File: src/rtl/rtc_mtime_unit.sv
// rtc_mtime_unit: 64-bit mtime advanced on synchronized RTC rising edges, per-hart mtimecmp and timer IRQs.
// Word register port: 0 MTIME_LO, 1 MTIME_HI, 2+2h CMP_LO[h], 3+2h CMP_HI[h]; responses one cycle after req_i.
module rtc_mtime_unit #(
   parameter int unsigned NR_HARTS = 1,
   parameter int unsigned ADDR_W   = $clog2(2*NR_HARTS+2)
) (
   input  logic                clk_i,
   input  logic                rst_ni,
   input  logic                rtc_synch_i,
   input  logic                req_i,
   input  logic                we_i,
   input  logic [ADDR_W-1:0]   addr_i,
   input  logic [31:0]         wdata_i,
   output logic                rvalid_o,
   output logic [31:0]         rdata_o,
   output logic                err_o,
   output logic [NR_HARTS-1:0] irq_o
);
   localparam int unsigned NREG   = 2*NR_HARTS+2;
   localparam int unsigned NWORDS = 1 << ADDR_W;

   logic                rtc_q, tick, valid, wr;
   logic [63:0]         mtime_q, mtime_d;
   logic [63:0]         cmp_q [NR_HARTS];
   logic [63:0]         cmp_d [NR_HARTS];
   logic [NR_HARTS-1:0] irq_q, irq_d;
   logic [31:0]         word [NWORDS];
   logic [31:0]         rdata_q, rdata_d;
   logic                rvalid_q, err_q;

   assign tick  = rtc_synch_i & ~rtc_q;
   assign valid = {1'b0, addr_i} < (ADDR_W+1)'(NREG);
   assign wr    = req_i & we_i & valid;

   // A write to MTIME_LO swallows a coincident tick; MTIME_HI keeps it on the low half only.
   always_comb begin
      mtime_d = tick ? mtime_q + 64'd1 : mtime_q;
      if (wr && addr_i == ADDR_W'(0)) mtime_d = {mtime_q[63:32], wdata_i};
      if (wr && addr_i == ADDR_W'(1)) mtime_d = {wdata_i, tick ? mtime_q[31:0] + 32'd1 : mtime_q[31:0]};
   end

   always_comb begin
      for (int h = 0; h < NR_HARTS; h++) begin
         cmp_d[h] = cmp_q[h];
         if (wr && addr_i == ADDR_W'(2+2*h)) cmp_d[h][31:0]  = wdata_i;
         if (wr && addr_i == ADDR_W'(3+2*h)) cmp_d[h][63:32] = wdata_i;
         irq_d[h] = mtime_d >= cmp_d[h];
      end
   end

   // Unmapped words read as zero, so error responses carry rdata 0 without extra gating.
   always_comb begin
      for (int i = 0; i < NWORDS; i++) word[i] = 32'd0;
      word[0] = mtime_q[31:0];
      word[1] = mtime_q[63:32];
      for (int h = 0; h < NR_HARTS; h++) begin
         word[2+2*h] = cmp_q[h][31:0];
         word[3+2*h] = cmp_q[h][63:32];
      end
      rdata_d = (req_i && !we_i) ? word[addr_i] : 32'd0;
   end

   always_ff @(posedge clk_i or negedge rst_ni) begin
      if (!rst_ni) begin
         rtc_q    <= 1'b0;
         mtime_q  <= 64'd0;
         for (int h = 0; h < NR_HARTS; h++) cmp_q[h] <= '1;
         irq_q    <= '0;
         rdata_q  <= 32'd0;
         rvalid_q <= 1'b0;
         err_q    <= 1'b0;
      end else begin
         rtc_q    <= rtc_synch_i;
         mtime_q  <= mtime_d;
         for (int h = 0; h < NR_HARTS; h++) cmp_q[h] <= cmp_d[h];
         irq_q    <= irq_d;
         rdata_q  <= rdata_d;
         rvalid_q <= req_i;
         err_q    <= req_i & ~valid;
      end
   end

   assign rvalid_o = rvalid_q;
   assign rdata_o  = rdata_q;
   assign err_o    = err_q;
   assign irq_o    = irq_q;
endmodule

File: config.mk
export PLATFORM = sky130hd
export DESIGN_NAME = rtc_mtime_unit
export DESIGN_NICKNAME = d
export VERILOG_FILES = /design/src/rtl/rtc_mtime_unit.sv
export SDC_FILE = /design/constraint.sdc
export NUM_CORES = 1
export LEC_CHECK = 0
export ABC_CLOCK_PERIOD_IN_PS = 3800
export CORE_MARGIN = 2
export CORE_UTILIZATION = 45
export CTS_CLUSTER_DIAMETER = 120
export DETAILED_ROUTE_END_ITERATION = 7
export PLACE_DENSITY_LB_ADDON = 0.15
export SETUP_SLACK_MARGIN = 0.4
export SLEW_MARGIN = 10
export SYNTH_ARGS = -nofsm -noshare
export SYNTH_HDL_FRONTEND = slang
export SYNTH_SLANG_ARGS = --single-unit
File: constraint.sdc
create_clock -name clk_i -period 3.8 [get_ports clk_i]
set_input_delay 0.76 -clock clk_i [delete_from_list [all_inputs] [get_ports clk_i]]
set_output_delay 0.76 -clock clk_i [all_outputs]
set_load 0.05 [all_outputs]
After elaboration in Yosys (flattened, before gate mapping):

Index checks and enable logic that the tools add are counted.

* bits in registers: 163
* logic and storage cells: 34

* add/subtract/negate cells: 2
* order comparisons: 2
* eq/ne operators: 3
* muxes and demuxes: 10
* bitwise logic cells: 4
* reduce and logical (&&, ||, !) cells: 7

Operator list (number)
* 32-bit two-way mux: 6
* 64-bit two-way mux: 3
* 64-bit by 1-bit adder with 64-bit output, second input constant: 1
* 32-bit binary-select mux with 2-bit select: 1
* 64-bit greater-or-equal comparator: 1
* 32-bit by 1-bit adder with 32-bit output, second input constant: 1
* 1-bit logical AND: 5
* 2-bit == test, second input constant: 2
* 3-bit greater-or-equal comparator, second input constant: 1
* 2-bit NOT with 3-bit output: 1
* 1-bit AND: 2
* 2-bit by 1-bit == test with 1-bit output, second input constant: 1
* 2-bit zero test: 1
* 1-bit zero test: 1
* 1-bit NOT: 1

Longest topological paths before layout:

Gate-level depths: netlist of the first run.

* depth after elaboration: 6
* depth in mapped cells: 15

Least setup slack after synthesis of the first run:

No wires, ideal clock.

* path kind: input to register
* start point: input addr_i[0]
* end point: register irq_q (netlist: irq_o)
* data arrival time: 3612 ps
* required time: 3671 ps
* path slack: 59 ps
* stages: 13
* cells stage by stage: buf_2 -> nor4bb_2 -> clkbuf_1 -> clkbuf_1 -> nand2_1 -> o21ai_0 -> ha_1 -> a21oi_1 -> o21ai_0 -> a221o_1 -> o31a_1 -> o41ai_1 -> nand2_1

* word-level cells in the longest chain between the ends: 5
* elaborated cells between the ends (all ways): 13
* those cells by class: 1 x order compare; 3 x eq/ne; 4 x mux; 5 x reduce/logical

Ends and longest elaborated chain
* start, declared: RTL line 12 `input logic [ADDR_W-1:0] addr_i,`
* 2-bit zero test: RTL line 38 `if (wr && addr_i == ADDR_W'(0)) mtime_d = {mtime_q[63:32], wdata_i};`
* 1-bit logical AND: RTL line 38
* 64-bit two-way mux: RTL line 38
* 64-bit two-way mux (*): RTL line 39 `if (wr && addr_i == ADDR_W'(1)) mtime_d = {wdata_i, tick ? mtime_q[31:0] + 32'd1 : mtime_q[31:0]};`
* named net mtime_d[5]: RTL line 23 `logic [63:0] mtime_q, mtime_d;`
* 64-bit greater-or-equal comparator (*): RTL line 47 `irq_d[h] = mtime_d >= cmp_d[h];`
* named net irq_d: RTL line 26 `logic [NR_HARTS-1:0] irq_q, irq_d;`
* end signal, assigned: RTL line 76 `irq_q <= irq_d;`
* end, declared: RTL line 26

The timed path passes the listed nets; every way through them passes the cells marked *.

Final worst setup path of the first run:

* start point: input rtc_synch_i
* end point: register irq_q (netlist: irq_o)

* word-level cells in the longest chain between the ends: 5
* elaborated cells between the ends (all ways): 6
* those cells by class: 1 x order compare; 4 x mux; 1 x bitwise

Ends and longest elaborated chain
* start, declared: RTL line 9 `input logic rtc_synch_i,`
* 1-bit AND (*): RTL line 31 `assign tick = rtc_synch_i & ~rtc_q;`
* 64-bit two-way mux: RTL line 37 `mtime_d = tick ? mtime_q + 64'd1 : mtime_q;`
* 64-bit two-way mux: RTL line 38
* 64-bit two-way mux (*): RTL line 39
* named net mtime_d[13]: RTL line 23
* 64-bit greater-or-equal comparator (*): RTL line 47
* named net irq_d: RTL line 26

Marked as above.

==> results_dict.tcl, run 1 <==
set metrics [dict create \
    synthTopCellsByArea "dfrtp_1, dfstp_2, ha_1, mux4_2, mux2i_1" \
    grt_pass1_vias 7587 \
    layout_min_cycle_time_ps 3500 \
    layout_setup_ws_ps 297 \
    fillers 1748 \
    grt_first_pass_wirelength_um 42300 \
    synth.most_common_cell "dfrtp_1" \
    grt_usage 0.248 \
    start_util 0.457 \
    die_h_um 150 \
    grt_max_degree 83 \
    ys.flop_type "dfrtp_1" \
    syn-instance-count 890 \
    tns_ps 0 \
    cts-root-buf "clkbuf_16" \
    worst_pin_slew_ps 761 \
    htreeDepth 4 \
    slew_headroom 0.493 \
    gp_congestion 0.893 \
    dpl_cell_area_sq_mm 0.0112 \
    vdd_drop_max_mv 0.304 \
    crit_top_cell "buf_4" \
    clkTransAtPathRegs_ps 60 \
    p_leak_nw 5.92 \
    fmax_mhz 286 \
    worstSetupStartpointType "input pin" \
    critical_path_class "input pin to flop" \
    drt-initial-drc-count 538 \
    ys_seq_area_frac 0.434 \
    io_buffers 72 \
    route.detailed.drc 0 \
    ios 74 \
    setup_viol 0 \
    tritoncts "done" \
    hold_viol 0 \
    wl_per_cell_um 19.9 \
    clk_path_buf_depth 2 \
    final_area_sq_mm 0.0126 \
    p_total_mw 6.46 \
    synth_common_cells "dfrtp_1, inv_1, ha_1" \
    synth.net_count 994 \
    ys_seq_elements 163 \
    synth_top_cell_area_share 0.259 \
    syn_to_final_growth_pct 31.3 \
    crit_chain "clkdlybuf4s15_2 > nand4b_1 > nor3_2 > buf_4 > buf_4 > and4_1 > xnor2_1 > o21ai_1 > ha_1 > nand4_1 > nor2_1 > a221o_1 > o31a_1 > o41ai_2 > nand2_1" \
    vias 7527 \
    final_util 0.600 \
    cts_buffers 17 \
    slew_violations 0 \
    dpl.hpwl_um 19300 \
    via_per_inst 5.51 \
    cts_sinks 163 \
    placementRows 53 \
    diodes 0 \
    num-nets-final 1182 \
    cp_top_family "compound AO/OA/AOI/OAI gates" \
    synth_top_cell_by_area "dfrtp_1" \
    syn_avg_cell_area_sq_um 10.8 \
    yosysWarnings 0 \
    syn-cell-area_sq_mm 0.00958 \
    power_density_mw_per_mm2 514 \
    rsz0062_at_grt "true" \
    finalClockSkew_ps 8.43 \
    critPathMaxFanout 4 \
    cp.buffers_inverters 3 \
    ys_types 53 \
    fin_crit_sh 0.922 \
    arrival_ps 3810 \
    required_ps 4100 \
    drtPass1Iterations 5 \
    maxCapViolations 0 \
    crit_slowest_cell "o41ai_2" \
    min_path_type "input pin to async pin" \
    cp-end-kind "flop" \
    core_sq_mm 0.0210 \
    post-place-ws_ps -581 \
    synth_edf_count 0 \
    routed_wl_um 27100 \
    status "complete, no violations" \
    clock_latency_ps 430 \
    drive_gt1_frac 0.309 \
    grt_overflow 0 \
    antenna_found_initial 0 \
    max_stage_delay_ps 380 \
    die_area_sq_mm 0.0225 \
    die-width_um 150 \
    ant_nets 0 \
    ys_async_sr_fraction 1.00 \
]
==> metrics by stage <==
stage / hold slack, ps / instances
after floorplan: 464 / 890
after global placement: 589 / 1291
after detailed placement: 599 / 1291
after CTS: 276 / 1343
after global routing: 286 / 1366
final: 260 / 1366
==> cell type report <==
type                            instances  area (sq um)  area share
Multi-Input combinational cell        616          5300       0.422
Tap cell                              275           344      0.0274
Clock inverter                         13           148      0.0117
Sequential cell                       163          4170       0.332
Timing Repair Buffer                  204          1870       0.149
Clock buffer                           19           453      0.0360
Inverter                               76           285      0.0227
==> cells by family after synthesis <==
family / count (synthesis) / share of synthesized area
flops: 163 / 0.434
mux: 98 / 0.145
simple gates: 274 / 0.165
xor+xnor: 60 / 0.0549
compound gates: 118 / 0.0698
other cells: 1 / 0.000391
buf+inv: 111 / 0.0464
fa+ha+maj: 65 / 0.0849
==> worst reg2reg max path, cell delays in order, from the launching register on <==
cell	delay [ps]
dfrtp_1	420
nand4_4	180
nor3_4	340
buf_6	150
nand3_4	100
buf_8	160
buf_12	130
nor4_2	340
xnor2_1	160
a21oi_1	110
ha_1	310
nand4_1	120
or3_4	370
nor4_4	300
o41ai_2	120
nand2_1	90
==> repair_timing <==
item / in CTS / in global routing
pin swaps: 23 / 24
setup endpoints to repair: 1 / 2
hold buffers: 0 / 0
setup buffers: 20 / 23
resized for setup: 48 / 48
==> final timing paths <==
kind / startpoint / end / slack (ps) / cells after the start
min in group clk_i: cmp_q[37] / cmp_q[37] / 610 / 2
max in group asynchronous: rst_ni / cmp_q[39] / 2680 / 2
worst max-delay path: rtc_synch_i / irq_o / 300 / 15
worst max register to register: mtime_q[13] / irq_o / 330 / 15
worst min register to register: cmp_q[37] / cmp_q[37] / 610 / 2
worst min-delay path: rst_ni / mtime_q[4] / 260 / 1
==> placed cells by master (no fill, tap or decap), types with 33 or more instances in the layout <==
master / netlist / final
xnor2_1: 41 / 40
mux2i_1: 64 / 64
ha_1: 65 / 65
buf_4: 1 / 113
nand2_1: 64 / 63
dfstp_2: 64 / 64
nor2b_1: 33 / 33
inv_1: 76 / 76
nor2_1: 48 / 45
dfrtp_1: 99 / 88
clkdlybuf4s50_1: 0 / 66
a21oi_1: 51 / 44
==> routing by layer <==
layer	GRT usage	vias up	wire length (um)
met5	0	-	41
met4	0.0500	2	427
met3	0.0451	35	1380
met2	0.390	227	12500
met1	0.362	3735	12800
li1	-	3528	-
==> flip-flops by register name, summed over array words and instances (netlist names) <==
name,count
mtime_q,64
rtc_q,1
rdata_o,32
rvalid_o,1
cmp_q,64
irq_o,1
==> power breakdown <==
| part | internal, mW | switching [mW] | leakage (nW) | total [mW] |
|---|---|---|---|---|
| clock network | 1.01 | 0.759 | 0.283 | 1.77 |
| logic | 1.03 | 1.14 | 3.76 | 2.17 |
| registers | 2.19 | 0.320 | 1.88 | 2.51 |
No activity file was read; power rests on OpenSTA's default activity.
==> run 2: changes to the inputs <==
--- a/config.mk
+++ b/config.mk
@@ -10,6 +10,7 @@
 export CORE_UTILIZATION = 45
 export CTS_CLUSTER_DIAMETER = 120
 export DETAILED_ROUTE_END_ITERATION = 7
+export HOLD_SLACK_MARGIN = 0.12
 export PLACE_DENSITY_LB_ADDON = 0.15
 export SETUP_SLACK_MARGIN = 0.4
 export SLEW_MARGIN = 10
==> constraint.sdc (replaced) <==
create_clock -name clk_i -period 3.8 [get_ports clk_i]
set_input_delay 0.76 -clock clk_i [delete_from_list [all_inputs] [get_ports clk_i]]
set_output_delay 0.76 -clock clk_i [all_outputs]
set_load 0.01 [all_outputs]
==> results of run 2 <==
Same layout as run 1 (identical final DEF). Status: complete, no violations.
Among the figures that moved: total power 6.46 mW -> 6.34 mW
